### config.mk
export PLATFORM = sky130hd
export DESIGN_NAME = muldiv_issue_ctrl_flat
export DESIGN_NICKNAME = d
export VERILOG_FILES = /design/src/rtl/muldiv_issue_ctrl_pkg.sv /design/src/rtl/muldiv_issue_ctrl_if.sv /design/src/rtl/muldiv_watchdog.sv /design/src/rtl/muldiv_issue_ctrl.sv /design/src/flat_wrapper.sv
export SDC_FILE = /design/constraint.sdc
export NUM_CORES = 1
export LEC_CHECK = 0
export CAP_MARGIN = 20
export CELL_PAD_IN_SITES_DETAIL_PLACEMENT = 0
export CELL_PAD_IN_SITES_GLOBAL_PLACEMENT = 1
export CORE_MARGIN = 2
export CORE_UTILIZATION = 32
export CTS_CLUSTER_SIZE = 8
export DETAILED_ROUTE_END_ITERATION = 6
export PLACE_DENSITY_LB_ADDON = 0.08
export SLEW_MARGIN = 25
export SYNTH_ARGS = -nofsm -noshare
export SYNTH_HDL_FRONTEND = slang
export SYNTH_SLANG_ARGS = --single-unit
### constraint.sdc
create_clock -name Clk -period 4.08 [get_ports Clk]
set_clock_uncertainty 0.05 [all_clocks]
set_input_delay 0.816 -clock Clk [delete_from_list [all_inputs] [get_ports Clk]]
set_output_delay 0.816 -clock Clk [all_outputs]
set_load 0.01 [all_outputs]
### src/rtl/muldiv_issue_ctrl_pkg.sv
// Shared op codes, FSM state encoding and op-class helpers for the mul/div issue controller.
package muldiv_issue_ctrl_pkg;

    typedef logic [3:0] md_op_t;

    localparam md_op_t MD_OP_NONE  = 4'd0;
    localparam md_op_t MD_OP_DIV   = 4'd1;
    localparam md_op_t MD_OP_DIVU  = 4'd2;
    localparam md_op_t MD_OP_MFHI  = 4'd3;
    localparam md_op_t MD_OP_MFLO  = 4'd4;
    localparam md_op_t MD_OP_MTHI  = 4'd5;
    localparam md_op_t MD_OP_MTLO  = 4'd6;
    localparam md_op_t MD_OP_MUL   = 4'd7;
    localparam md_op_t MD_OP_MULT  = 4'd8;
    localparam md_op_t MD_OP_MULTU = 4'd9;

    typedef enum logic [1:0] {
        IDLE  = 2'd0,
        SHORT = 2'd1,
        RUN   = 2'd2,
        DRAIN = 2'd3
    } md_state_t;

    function automatic logic is_long_op(input md_op_t op);
        return (op == MD_OP_DIV) || (op == MD_OP_DIVU) || (op == MD_OP_MUL) ||
               (op == MD_OP_MULT) || (op == MD_OP_MULTU);
    endfunction

    function automatic logic is_short_op(input md_op_t op);
        return (op >= MD_OP_MFHI) && (op <= MD_OP_MTLO);
    endfunction

    function automatic logic is_hilo_write(input md_op_t op);
        return (op == MD_OP_MTHI) || (op == MD_OP_MTLO);
    endfunction

endpackage

### src/rtl/muldiv_issue_ctrl_if.sv
// Issue-side request/response handshake between decode and the mul/div controller.
interface muldiv_issue_ctrl_if;
    import muldiv_issue_ctrl_pkg::*;

    logic        req_valid;
    logic        req_ready;
    md_op_t      req_op;
    logic [31:0] req_rs;
    logic [31:0] req_rt;
    logic        resp_valid;
    logic        resp_ready;
    logic [31:0] resp_data;

    modport master (
        output req_valid, req_op, req_rs, req_rt, resp_ready,
        input  req_ready, resp_valid, resp_data
    );

    modport slave (
        input  req_valid, req_op, req_rs, req_rt, resp_ready,
        output req_ready, resp_valid, resp_data
    );

endinterface

### src/rtl/muldiv_watchdog.sv
// Counts stalled cycles of one long op and raises a sticky timeout flag at the limit.
module muldiv_watchdog #(
    parameter int TIMEOUT_CYCLES = 64,
    parameter int CNT_W          = 7
) (
    input  logic Clk,
    input  logic reset,
    input  logic start,
    input  logic active,
    output logic timeout
);

    localparam logic [CNT_W-1:0] LIMIT = CNT_W'(TIMEOUT_CYCLES);

    logic [CNT_W-1:0] count;

    // The counter saturates at the limit; the flag only clears on reset.
    always_ff @(posedge Clk) begin
        if (reset) begin
            count   <= '0;
            timeout <= 1'b0;
        end else if (start) begin
            count <= '0;
        end else if (active && (count != LIMIT)) begin
            count <= count + 1'b1;
            if (count == LIMIT - 1'b1) begin
                timeout <= 1'b1;
            end
        end
    end

endmodule

### src/rtl/muldiv_issue_ctrl.sv
// Sequencer between issue and the shared multiply/divide unit: launch, hold, complete, respond.
module muldiv_issue_ctrl
    import muldiv_issue_ctrl_pkg::*;
#(
    parameter int TIMEOUT_CYCLES = 64,
    parameter int CNT_W          = 7
) (
    input  logic                 Clk,
    input  logic                 reset,
    muldiv_issue_ctrl_if.slave   issue,
    input  logic                 flush,
    output logic                 hilo_busy,
    output logic                 md_timeout,
    output md_op_t               md_op,
    output logic [31:0]          md_rs,
    output logic [31:0]          md_rt,
    output logic                 md_enable,
    input  logic                 md_stall,
    input  logic [31:0]          md_res
);

    md_state_t   state, state_next;
    md_op_t      md_op_next;
    logic [31:0] md_rs_next, md_rt_next;
    logic        resp_valid_q, resp_valid_next;
    logic [31:0] resp_data_q, resp_data_next;
    logic        hilo_busy_next;
    logic        accept;
    logic        wd_start;
    logic        wd_active;

    assign issue.req_ready  = (state == IDLE) && !resp_valid_q && !flush && !reset;
    assign issue.resp_valid = resp_valid_q;
    assign issue.resp_data  = resp_data_q;
    assign accept           = issue.req_valid && issue.req_ready;
    assign md_enable        = 1'b1;
    assign wd_active        = ((state == RUN) || (state == DRAIN)) && md_stall;

    always_ff @(posedge Clk) begin
        if (reset) begin
            state        <= IDLE;
            md_op        <= MD_OP_NONE;
            md_rs        <= '0;
            md_rt        <= '0;
            resp_valid_q <= 1'b0;
            resp_data_q  <= '0;
            hilo_busy    <= 1'b0;
        end else begin
            state        <= state_next;
            md_op        <= md_op_next;
            md_rs        <= md_rs_next;
            md_rt        <= md_rt_next;
            resp_valid_q <= resp_valid_next;
            resp_data_q  <= resp_data_next;
            hilo_busy    <= hilo_busy_next;
        end
    end

    // The unit has no abort, so a flushed long op is drained and only its result dropped.
    always_comb begin
        state_next      = state;
        md_op_next      = md_op;
        md_rs_next      = md_rs;
        md_rt_next      = md_rt;
        resp_valid_next = resp_valid_q;
        resp_data_next  = resp_data_q;
        hilo_busy_next  = hilo_busy;
        wd_start        = 1'b0;

        if (resp_valid_q && (issue.resp_ready || flush)) begin
            resp_valid_next = 1'b0;
        end

        case (state)
            IDLE: begin
                if (accept && (is_long_op(issue.req_op) || is_short_op(issue.req_op))) begin
                    md_op_next = issue.req_op;
                    md_rs_next = issue.req_rs;
                    md_rt_next = issue.req_rt;
                    if (is_long_op(issue.req_op)) begin
                        hilo_busy_next = 1'b1;
                        wd_start       = 1'b1;
                        state_next     = RUN;
                    end else begin
                        hilo_busy_next = is_hilo_write(issue.req_op);
                        state_next     = SHORT;
                    end
                end
            end
            SHORT: begin
                md_op_next = MD_OP_NONE;
                state_next = IDLE;
                if (is_hilo_write(md_op)) begin
                    hilo_busy_next = 1'b0;
                end else if (!flush) begin
                    resp_valid_next = 1'b1;
                    resp_data_next  = md_res;
                end
            end
            RUN: begin
                if (!md_stall) begin
                    md_op_next     = MD_OP_NONE;
                    hilo_busy_next = 1'b0;
                    state_next     = IDLE;
                    if ((md_op == MD_OP_MUL) && !flush) begin
                        resp_valid_next = 1'b1;
                        resp_data_next  = md_res;
                    end
                end else if (flush) begin
                    state_next = DRAIN;
                end
            end
            DRAIN: begin
                if (!md_stall) begin
                    md_op_next     = MD_OP_NONE;
                    hilo_busy_next = 1'b0;
                    state_next     = IDLE;
                end
            end
            default: begin
                state_next = IDLE;
            end
        endcase
    end

    muldiv_watchdog #(
        .TIMEOUT_CYCLES (TIMEOUT_CYCLES),
        .CNT_W          (CNT_W)
    ) u_watchdog (
        .Clk     (Clk),
        .reset   (reset),
        .start   (wd_start),
        .active  (wd_active),
        .timeout (md_timeout)
    );

endmodule

### src/flat_wrapper.sv
// flat-port wrapper written by rule: the top's interface ports become plain ports
module muldiv_issue_ctrl_flat import muldiv_issue_ctrl_pkg::*;
#(
    parameter int TIMEOUT_CYCLES = 64,
    parameter int CNT_W          = 7
)
  (Clk, reset, flush, hilo_busy, md_timeout, md_op, md_rs, md_rt, md_enable, md_stall, md_res, issue_req_valid, issue_req_op, issue_req_rs, issue_req_rt, issue_resp_ready, issue_req_ready, issue_resp_valid, issue_resp_data);
  muldiv_issue_ctrl_if issue_i ();
  input  logic Clk;
  input  logic reset;
  input  logic flush;
  output logic hilo_busy;
  output logic md_timeout;
  output md_op_t md_op;
  output logic [31:0] md_rs;
  output logic [31:0] md_rt;
  output logic md_enable;
  input  logic md_stall;
  input  logic [31:0] md_res;
  input wire logic [$bits(issue_i.req_valid)-1:0] issue_req_valid;
  input wire logic [$bits(issue_i.req_op)-1:0] issue_req_op;
  input wire logic [$bits(issue_i.req_rs)-1:0] issue_req_rs;
  input wire logic [$bits(issue_i.req_rt)-1:0] issue_req_rt;
  input wire logic [$bits(issue_i.resp_ready)-1:0] issue_resp_ready;
  output wire logic [$bits(issue_i.req_ready)-1:0] issue_req_ready;
  output wire logic [$bits(issue_i.resp_valid)-1:0] issue_resp_valid;
  output wire logic [$bits(issue_i.resp_data)-1:0] issue_resp_data;
  assign issue_i.req_valid = issue_req_valid;
  assign issue_i.req_op = issue_req_op;
  assign issue_i.req_rs = issue_req_rs;
  assign issue_i.req_rt = issue_req_rt;
  assign issue_i.resp_ready = issue_resp_ready;
  assign issue_req_ready = issue_i.req_ready;
  assign issue_resp_valid = issue_i.resp_valid;
  assign issue_resp_data = issue_i.resp_data;
  muldiv_issue_ctrl #(.TIMEOUT_CYCLES(TIMEOUT_CYCLES), .CNT_W(CNT_W)) u_core (.Clk(Clk), .reset(reset), .issue(issue_i), .flush(flush), .hilo_busy(hilo_busy), .md_timeout(md_timeout), .md_op(md_op), .md_rs(md_rs), .md_rt(md_rt), .md_enable(md_enable), .md_stall(md_stall), .md_res(md_res));
endmodule
==> results of run 1 <==
## report_power, final
part           internal [mW]  total [mW]  switching [mW]  leakage, nW
Sequential              1.28        1.38           0.107        0.909
Clock                  0.477       0.878           0.401        0.140
Combinational          0.625        1.13           0.504         1.45
Total                   2.38        3.39            1.01         2.50
## area by class of cell
type                       instances  area (um2)
clock buffer                      11         233
clock inverter                     5        56.3
fill                            1371        7270
inverter                           8        30.0
multi-input combinational        379        2190
sequential                       112        2240
tap                              184         230
timing repair buffer             217        2170
## synthesized netlist by cell type, types with 2 or more instances
cell | instances | area share (%)
nand2_1 | 202 | 16
dfxtp_1 | 112 | 48
a21oi_2 | 40 | 7.5
mux2i_1 | 35 | 7.5
a21oi_1 | 28 | 3.0
clkbuf_1 | 15 | 1.2
inv_1 | 8 | 0.64
nor2_1 | 8 | 0.64
buf_2 | 7 | 0.75
ha_1 | 7 | 1.9
buf_6 | 6 | 1.4
nand4_1 | 5 | 0.67
xor2_1 | 5 | 0.93
a31o_1 | 4 | 0.75
clkbuf_8 | 4 | 1.2
nand3_1 | 4 | 0.43
nor3_1 | 4 | 0.43
a211oi_1 | 2 | 0.32
a21boi_0 | 2 | 0.32
a221oi_1 | 2 | 0.37
and3_1 | 2 | 0.27
buf_4 | 2 | 0.32
nand2b_1 | 2 | 0.27
nor2b_1 | 2 | 0.27
o21ai_1 | 2 | 0.21
## routing by layer
metal / global-route usage, % / share of wire, % / wire length [um] / vias to the layer above
li1: - / - / - / 2147
met1: 20.7 / 45 / 5730 / 1917
met2: 26.2 / 47 / 5920 / 120
met3: 6.12 / 6.7 / 846 / 9
met4: 4.05 / 1.1 / 138 / 0
met5: 0 / 0 / 0 / -
## cell usage in the layout (no fill, tap or decap), types with 2 or more instances in the layout
master           count
clkdlybuf4s50_1    208
nand2_1            202
dfxtp_1            112
a21oi_2             40
mux2i_1             35
a21oi_1             28
clkbuf_16            9
nor2_1               8
inv_1                7
ha_1                 7
buf_4                7
nand4_1              5
xor2_1               5
nor3_1               4
a31o_1               4
nand3_1              4
o21ai_1              2
nand2b_1             2
a21boi_0             2
a221oi_1             2
a211oi_1             2
nor2b_1              2
and3_1               2
clkbuf_1             2
clkinv_2             2
buf_12               2
## metrics by stage
stage | power, mW | cell area [um2]
2_1_floorplan | 1.99 | 4690
3_3_place_gp | 2.53 | 6860
3_5_place_dp | 2.55 | 6860
4_1_cts | 3.45 | 7150
5_1_grt | 3.59 | 7150
6_report | 3.39 | 7150
## worst max-delay path by stage
stage / endpoint / slack (ns)
global placement: issue_req_ready / 0.76
floorplan: u_core.md_rs[0] / 1.86
detailed placement: issue_req_ready / 0.74
global route: issue_req_ready / 0.66
finish: issue_req_ready / 0.73
CTS: issue_req_ready / 0.75
## critical path: stages
cell	delay, ns
clkdlybuf4s50_1	0.58
nor4b_4	0.45
clkdlybuf4s50_1	0.64
## kinds of logic after synthesis
family / count (synthesis)
AND/OR/NAND/NOR: 236
multiplexers: 35
XOR/XNOR: 6
buffers and inverters: 43
AO/OA/AOI/OAI: 94
flip-flops: 112
adder cells (fa/ha/maj): 7
other: 1
## sequential cells by signal, summed over array words and instances (netlist names)
signal                     flops
u_core.md_op                   4
u_core.hilo_busy               1
u_core.issue.resp_valid        1
u_core.state                   2
u_core.md_rs                  32
u_core.u_watchdog.timeout      1
u_core.md_rt                  32
u_core.issue.resp_data        32
u_core.u_watchdog.count        7
==> results by group, run 1 <==
Outcome
  – Run status: finished clean

Floorplanning
  – Die area: 0.0156 mm2
  – FP Rows: 44
  – Core Box Area: 0.0144 mm2
  – Initial core utilization: 32.5%
  – Die height: 125 um
  – Die width: 125 um
  – Number of primary I/O pins: 211

Synth
  – Syn nets: 647
  – Synth Area in Compound Gates: 15.4%
  – Yosys cell types: 49
  – Synth Warn #: 0
  – Mapped Cells: 534
  – Dominant synthesized flop cell: dfxtp_1
  – Area of the mapped netlist: 0.00469 mm2
  – Syn avg cell area: 8.78 um2
  – Largest family of logic cells by synthesized area: simple AND/OR/NAND/NOR gates
  – Mux cell area share after synthesis: 7.47%
  – Register bit total from synthesis: 112
  – Sequential cell area fraction in the yosys report: 47.8%
  – Asr flop ratio synth: 0%
  – Synth Area in Simple Gates: 20.6%
  – Post-synth EDFFs: 0
  – Post-Synth Adder-Cell Area: 1.87%
  – Xor/xnor share of the synthesized area: 1.12%

CTS
  – CTS max path bufs: 2
  – Inserted Clock Buffers: 9
  – CTS Hold Bufs: 0
  – Clk_lat worst skew: 0.35 ns
  – CTS H-Tree Depth: 3
  – Postcts setup bufs: 0
  – CTS clock-pin slew for the worst setup and hold paths: 0.07 ns
  – PostCTS Resize Cnt: 0
  – CTS tree: built
  – Root buffer cell: clkbuf_16
  – Clock Sinks: 112

Detailed routing
  – Initial DRC count: 175
  – DRC: 0
  – Drt total wl: 12.6 mm
  – Wire length per cell: 13.8 um
  – Number of routed nets with antenna violations: 0
  – Drt pass-1 iters: 4
  – DR vias: 4193
  – Via density: 4.58

STA
  – Final period utilization: 82.2%
  – Tmin final: 3.35 ns
  – Max Freq: 298 MHz
  – Setup TNS: 0 ns
  – Least-Margin Pin Slew: 1.00 ns
  – Final-report hold violation count: 0
  – Setup WS post-layout: 0.728 ns
  – Final setup viols: 0
  – Pins Over Slew Limit: 0
  – Slew HR: 33.2%
  – Worst Hold Slack: 0.404 ns
  – RSZ-0062 raised after global routing: false

Cells and area
  – Core Util, Final: 49.6%
  – Inserted Diodes: 0
  – Post-route insts no fill: 916
  – Area Growth Syn to Fin: 52.5%
  – Final net count: 840
  – Layout cell share with drive strength beyond 1: 9.43%

Worst setup path
  – Crit Path Category: in -> out
  – Crit start category: input port
  – Crit path launch: flush
  – Crit path capture type: primary output
  – Worst R2R Path Depth: 7
  – Reg-to-reg startpoint: u_core.state[1]
  – WP data arrival: 2.49 ns
  – Worst Path Required: 3.21 ns
  – Register-to-register setup slack: 1.62 ns
  – Worst Path Max Fanout: 6
  – R2r endpoint: u_core.md_rs[15]

Power and ir drop
  – Leak: 2.50 nW
  – Pwr Density: 474 mW/mm2
  – VDD IR max: 358 uV

GRT
  – All-Layer GR Usage: 16.3%
  – Initial antenna violation count: 0
  – Number of global-route vias before repair: 4084
  – Largest net degree at the start of global routing: 72
  – GRT overflow: 0
  – First-pass GRT wire length: 20.8 mm

Worst hold path
  – End point of the worst hold path: u_core.md_rs[24]
  – Hold Path Depth: 2
  – Hold Startpoint: u_core.md_rs[24]
  – Hold Crit Class: reg -> reg

Placed design
  – Port buffer count: 209
  – Post-Place Worst Slack: 0.745 ns
  – Cell count after placement: 900
  – RePlAce Congestion: 0.771
  – Detail Placement HPWL: 8.95 mm

Flow run
  – MaxCap Viol Count: 0
Note: power is estimated with default switching activity, not from simulation.
==> run 2, diff against run 1 <==
CORE_UTILIZATION = 30   (was 32)
clock period = 3.15 ns   (was 4.08 ns; I/O delays follow)
==> results by group, run 2 (synthesized netlist as in run 1, its figures left out) <==
Placed design
  – Port buffer count: 209 (unchanged)
  – Detail Placement HPWL: 9.52 mm (+6.3%)
  – RePlAce Congestion: 0.748 (-2.9%)
  – Cell count after placement: 928 (+3.1%)

Worst setup path
  – Worst path cell trace: clkdlybuf4s50_1, nor4b_4, clkdlybuf4s50_1
  – Crit Path Category: in -> out
  – CP max-delay cell: clkdlybuf4s50_1
  – Reg-to-reg startpoint: u_core.state[1]
  – Critical Path Max Stage Delay: 0.62 ns (-0.02 ns)
  – Crit path launch: flush
  – Worst Path Required: 2.47 ns (-0.74 ns)
  – Buf/Inv on CP: 2 (unchanged)
  – Worst Path Max Fanout: 2 (-4)
  – Crit path capture type: primary output
  – Register-to-register setup slack: 0.75 ns (-0.87 ns)
  – Critical path's top delay family: buffers and inverters
  – WP data arrival: 2.05 ns (-0.44 ns)
  – Most frequent CP cell: clkdlybuf4s50_1
  – Crit start category: input port

Detailed routing
  – Drt total wl: 13.2 mm (+4.4%)
  – DRC: 0 (unchanged)
  – Metal3 WL: 894 um (+5.7%)
  – DR vias: 4234 (+0.98%)
  – Number of routed nets with antenna violations: 0 (unchanged)
  – Metal-1 WL: 6.03 mm (+5.1%)
  – Via density: 4.49 (-2.0%)
  – Top Metal Used: met4
  – Wire length per cell: 14.0 um (+1.3%)
  – Drt pass-1 iters: 4 (unchanged)
  – Met2 WL: 5.88 mm (-0.66%)
  – Initial DRC count: 172 (-1.7%)

Cells and area
  – Layout cell share with drive strength beyond 1: 9.69% (+0.26 points)
  – Final net count: 841 (+0.12%)
  – Commonest non-fill, non-tap cell in the layout: clkdlybuf4s50_1
  – Post-route insts no fill: 944 (+3.1%)
  – Core Util, Final: 47.6% (-2.0 points)
  – Most frequent cells in the layout: 208 x clkdlybuf4s50_1, 202 x nand2_1, 112 x dfxtp_1, 40 x a21oi_2, 35 x mux2i_1
  – Inserted Diodes: 0 (unchanged)
  – Area Growth Syn to Fin: 54.9%

Worst hold path
  – Hold Startpoint: u_core.md_rs[22]
  – Hold Crit Class: reg -> reg

STA
  – RSZ-0062 raised after global routing: false
  – Final period utilization: 86.8%
  – Least-Margin Pin Slew: 1.00 ns (+0.000671 ns)
  – Final setup viols: 0 (unchanged)
  – Tmin final: 2.73 ns
  – Pins Over Slew Limit: 0 (unchanged)
  – Slew HR: 33.1% (-0.045 points)
  – Max Freq: 366 MHz
  – Setup TNS: 0 ns (unchanged)
  – Final-report hold violation count: 0 (unchanged)

GRT
  – Largest net degree at the start of global routing: 71 (-1.4%)
  – First-pass GRT wire length: 20.7 mm (-0.56%)
  – Number of global-route vias before repair: 4196 (+2.7%)
  – GRT overflow: 0 (unchanged)
  – All-Layer GR Usage: 15.7% (-0.57 points)
  – Initial antenna violation count: 0 (unchanged)

Power and ir drop
  – Switching share of power: 28.6% (-1.2 points)
  – Int Power: 3.27 mW (+37%)
  – Logic pwr share: 32.2% (-1.1 points)
  – Clock power frac: 28.7% (+2.8 points)
  – Flop pwr share: 39.1% (-1.7 points)
  – Leak: 2.53 nW (+1.4%)
  – VDD IR max: 328 uV (-8.6%)
  – Switching power total: 1.31 mW (+29%)
  – Pwr Density: 630 mW/mm2 (+33%)

Floorplanning
  – Die width: 129 um (+3.2%)
  – Core Box Area: 0.0153 mm2 (+5.8%)
  – Die area: 0.0167 mm2 (+6.5%)
  – FP Rows: 45 (+2.3%)
  – Initial core utilization: 30.7% (-1.8 points)
  – Number of primary I/O pins: 211 (unchanged)
  – Die height: 129 um (+3.2%)

CTS
  – CTS clock-pin slew for the worst setup and hold paths: 0.07 ns (about the same)
  – CTS max path bufs: 2 (unchanged)
  – CTS Hold Bufs: 0 (unchanged)
  – Postcts setup bufs: 0 (unchanged)
  – CTS tree: built
  – Inserted Clock Buffers: 9 (unchanged)
  – CTS H-Tree Depth: 3 (unchanged)
  – Clock Sinks: 112 (unchanged)
  – Clk_lat worst skew: 0.34 ns (about the same)
  – PostCTS Resize Cnt: 0 (unchanged)
  – Root buffer cell: clkbuf_16

Outcome
  – Run status: finished clean

Flow run
  – MaxCap Viol Count: 0 (unchanged)
==> run 2: worst min-delay path, cell delays in order, from the launching register on <==
cell and delay [ns]:
dfxtp_1 0.31, nand2_1 0.05, a21oi_1 0.05
==> run 2: stage by stage <==
step | setup slack [ns] | total power [mW] | instance area, um2 | hold slack [ns]
2_1_floorplan | 1.11 | 2.58 | 4690 | 0.422
6_report | 0.417 | 4.58 | 7260 | 0.405
3_3_place_gp | 0.390 | 3.29 | 6920 | 0.391
4_1_cts | 0.396 | 4.65 | 7260 | 0.407
3_5_place_dp | 0.360 | 3.31 | 6920 | 0.396
5_1_grt | 0.325 | 4.84 | 7260 | 0.423
==> run 2: power groups by stage <==
stage	Combinational, mW	Sequential (mW)	Clock, mW
2_1_floorplan	0.665	1.91	0
3_5_place_dp	1.49	1.82	0
4_1_cts	1.50	1.79	1.37
6_report	1.47	1.79	1.32
3_3_place_gp	1.48	1.81	0
5_1_grt	1.59	1.82	1.43
==> run 2: per-layer routing <==
metal,track usage [%],up-vias
met3,4.21,26
met2,24.6,146
met1,20.2,1913
met5,0,-
li1,-,2149
met4,7.67,0
==> run 2: worst paths after layout <==
check             cells past startpoint          endpoint
setup / recovery                      3   issue_req_ready
setup reg to reg                      8   u_core.md_rs[1]
hold reg to reg                       2  u_core.md_rs[22]
hold / removal                        2  u_core.md_rs[22]
==> run 2: layout make-up <==
class	instances	area [um2]
tap	211	264
clock buffer	11	243
inverter	8	30.0
timing repair buffer	218	2190
fill	1473	7990
clock inverter	5	104
multi-input combinational	379	2190
sequential	112	2240
==> run 3, diff against run 2 <==
CORE_UTILIZATION = 40   (was 30)
DONT_BUFFER_PORTS = 1   (was not set)
clock period = 2.24 ns   (was 3.15 ns; I/O delays follow)
==> results by group, run 3 (synthesized netlist as in run 1, its figures left out) <==
Placed design
  – RePlAce Congestion: 0.740 (-1.1%)
  – Port buffer count: 0 (-100%)
  – Post-Place Worst Slack: 0.321 ns (-0.0388 ns)
  – DP Area: 0.00476 mm2 (-31%)
  – Detail Placement HPWL: 7.56 mm (-21%)

CTS
  – Clk_lat worst skew: 0.35 ns (about the same)
  – CTS H-Tree Depth: 3 (unchanged)
  – Root buffer cell: clkbuf_16
  – CTS clock-pin slew for the worst setup and hold paths: 0.07 ns (about the same)
  – Inserted Clock Buffers: 9 (unchanged)
  – Postcts setup bufs: 0 (unchanged)
  – CTS Hold Bufs: 0 (unchanged)
  – CTS tree: built
  – PostCTS Resize Cnt: 0 (unchanged)
  – CTS max path bufs: 2 (unchanged)
  – Clock Sinks: 112 (unchanged)

Flow run
  – MaxCap Viol Count: 0 (unchanged)

Worst hold path
  – Hold Startpoint: reset
  – Hold Path Depth: 1 (-1)
  – Hold Crit Class: in -> reg
  – End point of the worst hold path: u_core.md_rs[6]

Floorplanning
  – Die height: 112 um (-13%)
  – Die area: 0.0126 mm2 (-24%)
  – Initial core utilization: 41.1% (+10 points)
  – FP Rows: 39 (-13%)
  – Core Box Area: 0.0114 mm2 (-25%)
  – Die width: 112 um (-13%)
  – Number of primary I/O pins: 211 (unchanged)

Detailed routing
  – Number of routed nets with antenna violations: 0 (unchanged)
  – DR vias: 3463 (-18%)
  – Drt pass-1 iters: 5 (+1)
  – Wire length per cell: 16.4 um (+18%)
  – Initial DRC count: 221 (+28%)
  – Via density: 5.19 (+16%)
  – Drt total wl: 11.0 mm (-17%)
  – DRC: 0 (unchanged)

Worst setup path
  – Crit start category: register
  – Register-to-register setup slack: 0.32 ns (-0.43 ns)
  – Crit Path Category: reg -> out
  – Worst Path Required: 1.74 ns (-0.73 ns)
  – R2r endpoint: u_core.md_rs[5]
  – Critical Path Max Stage Delay: 0.33 ns (-0.29 ns)
  – CP max-delay cell: dfxtp_1
  – Critical path's top delay family: flip-flops
  – Worst R2R Path Depth: 7 (-1)
  – WP data arrival: 1.50 ns (-0.55 ns)
  – Worst path cell trace: inv_1, ha_1, nor4b_4, buf_4
  – Reg-to-reg startpoint: u_core.state[0]
  – Crit path capture type: primary output
  – Buf/Inv on CP: 2 (unchanged)
  – Worst Path Max Fanout: 5 (+3)

STA
  – Tmin final: 2.00 ns
  – Final period utilization: 89.1%
  – Setup TNS: 0 ns (unchanged)
  – Worst Hold Slack: 0.107 ns (-0.298 ns)
  – Setup WS post-layout: 0.243 ns (-0.174 ns)
  – Final setup viols: 0 (unchanged)
  – Final-report hold violation count: 0 (unchanged)
  – Max Freq: 501 MHz
  – RSZ-0062 raised after global routing: false
  – Pins Over Slew Limit: 0 (unchanged)

Cells and area
  – Post-route cell area: 0.00502 mm2 (-31%)
  – Inserted Diodes: 0 (unchanged)
  – Layout cell share with drive strength beyond 1: 13.0% (+3.3 points)
  – Filler instances: 1111 (-25%)
  – Final net count: 632 (-25%)
  – Multi-input logic area: 0.00219 mm2 (unchanged)
  – FF+latch area: 0.00224 mm2 (unchanged)
  – Most frequent cells in the layout: 202 x nand2_1, 112 x dfxtp_1, 40 x a21oi_2, 35 x mux2i_1, 28 x a21oi_1
  – Area Growth Syn to Fin: 7.10%
  – Commonest non-fill, non-tap cell in the layout: nand2_1

Power and ir drop
  – VDD IR max: 446 uV (+36%)
  – Leak: 1.73 nW (-32%)
  – Pwr Total: 5.29 mW (+16%)
  – Pwr Density: 1050 mW/mm2 (+67%)

GRT
  – Number of global-route vias before repair: 3276 (-22%)
  – All-Layer GR Usage: 17.1% (+1.3 points)
  – Initial antenna violation count: 0 (unchanged)
  – Largest net degree at the start of global routing: 73 (+2.8%)
  – First-pass GRT wire length: 17.1 mm (-17%)
  – GRT overflow: 0 (unchanged)

Outcome
  – Run status: finished clean
[run 3: power breakdown]
part | switching [mW] | internal, mW | total [mW] | leakage (nW)
Combinational | 0.562 | 0.506 | 1.07 | 0.688
Sequential | 0.412 | 2.33 | 2.74 | 0.909
Clock | 0.702 | 0.783 | 1.49 | 0.130
Total | 1.68 | 3.62 | 5.29 | 1.73
[run 3: worst max-delay path by stage]
stage	end	from	depth (start not counted)	slack (ns)
after floorplan	u_core.md_rs[0]	u_core.state[1]	8	0.32
final	issue_req_ready	u_core.state[0]	4	0.24
after detailed placement	u_core.issue.resp_data[14]	u_core.state[0]	6	0.32
after global routing	u_core.md_rt[30]	u_core.state[0]	7	0.13
after CTS	issue_req_ready	u_core.state[0]	4	0.22
after global placement	u_core.md_rs[9]	issue_req_op[2]	5	0.36
[run 3: cell type report]
| class | instances | area share, % |
|---|---|---|
| inverters | 8 | 0.598 |
| flip-flops and latches | 112 | 44.6 |
| well taps | 143 | 3.56 |
| clock buffers | 13 | 4.98 |
| clock inverters | 3 | 0.349 |
| multi-input cells | 379 | 43.5 |
| repair buffers | 9 | 2.34 |
[run 3: metrics by stage]
step / utilization [%] / instances
2_1_floorplan: - / 534
3_3_place_gp: 41.7 / 651
3_5_place_dp: 41.7 / 651
4_1_cts: 44.0 / 667
5_1_grt: 44.0 / 667
6_report: 44.0 / 667
[run 3: layer usage]
metal	wire length, um	part of all wire [%]	global-route usage, %
met4	308	2.8	8.62
met3	976	8.9	5.72
met1	4660	43	21.8
met5	0	0	0
met2	5010	46	25.8
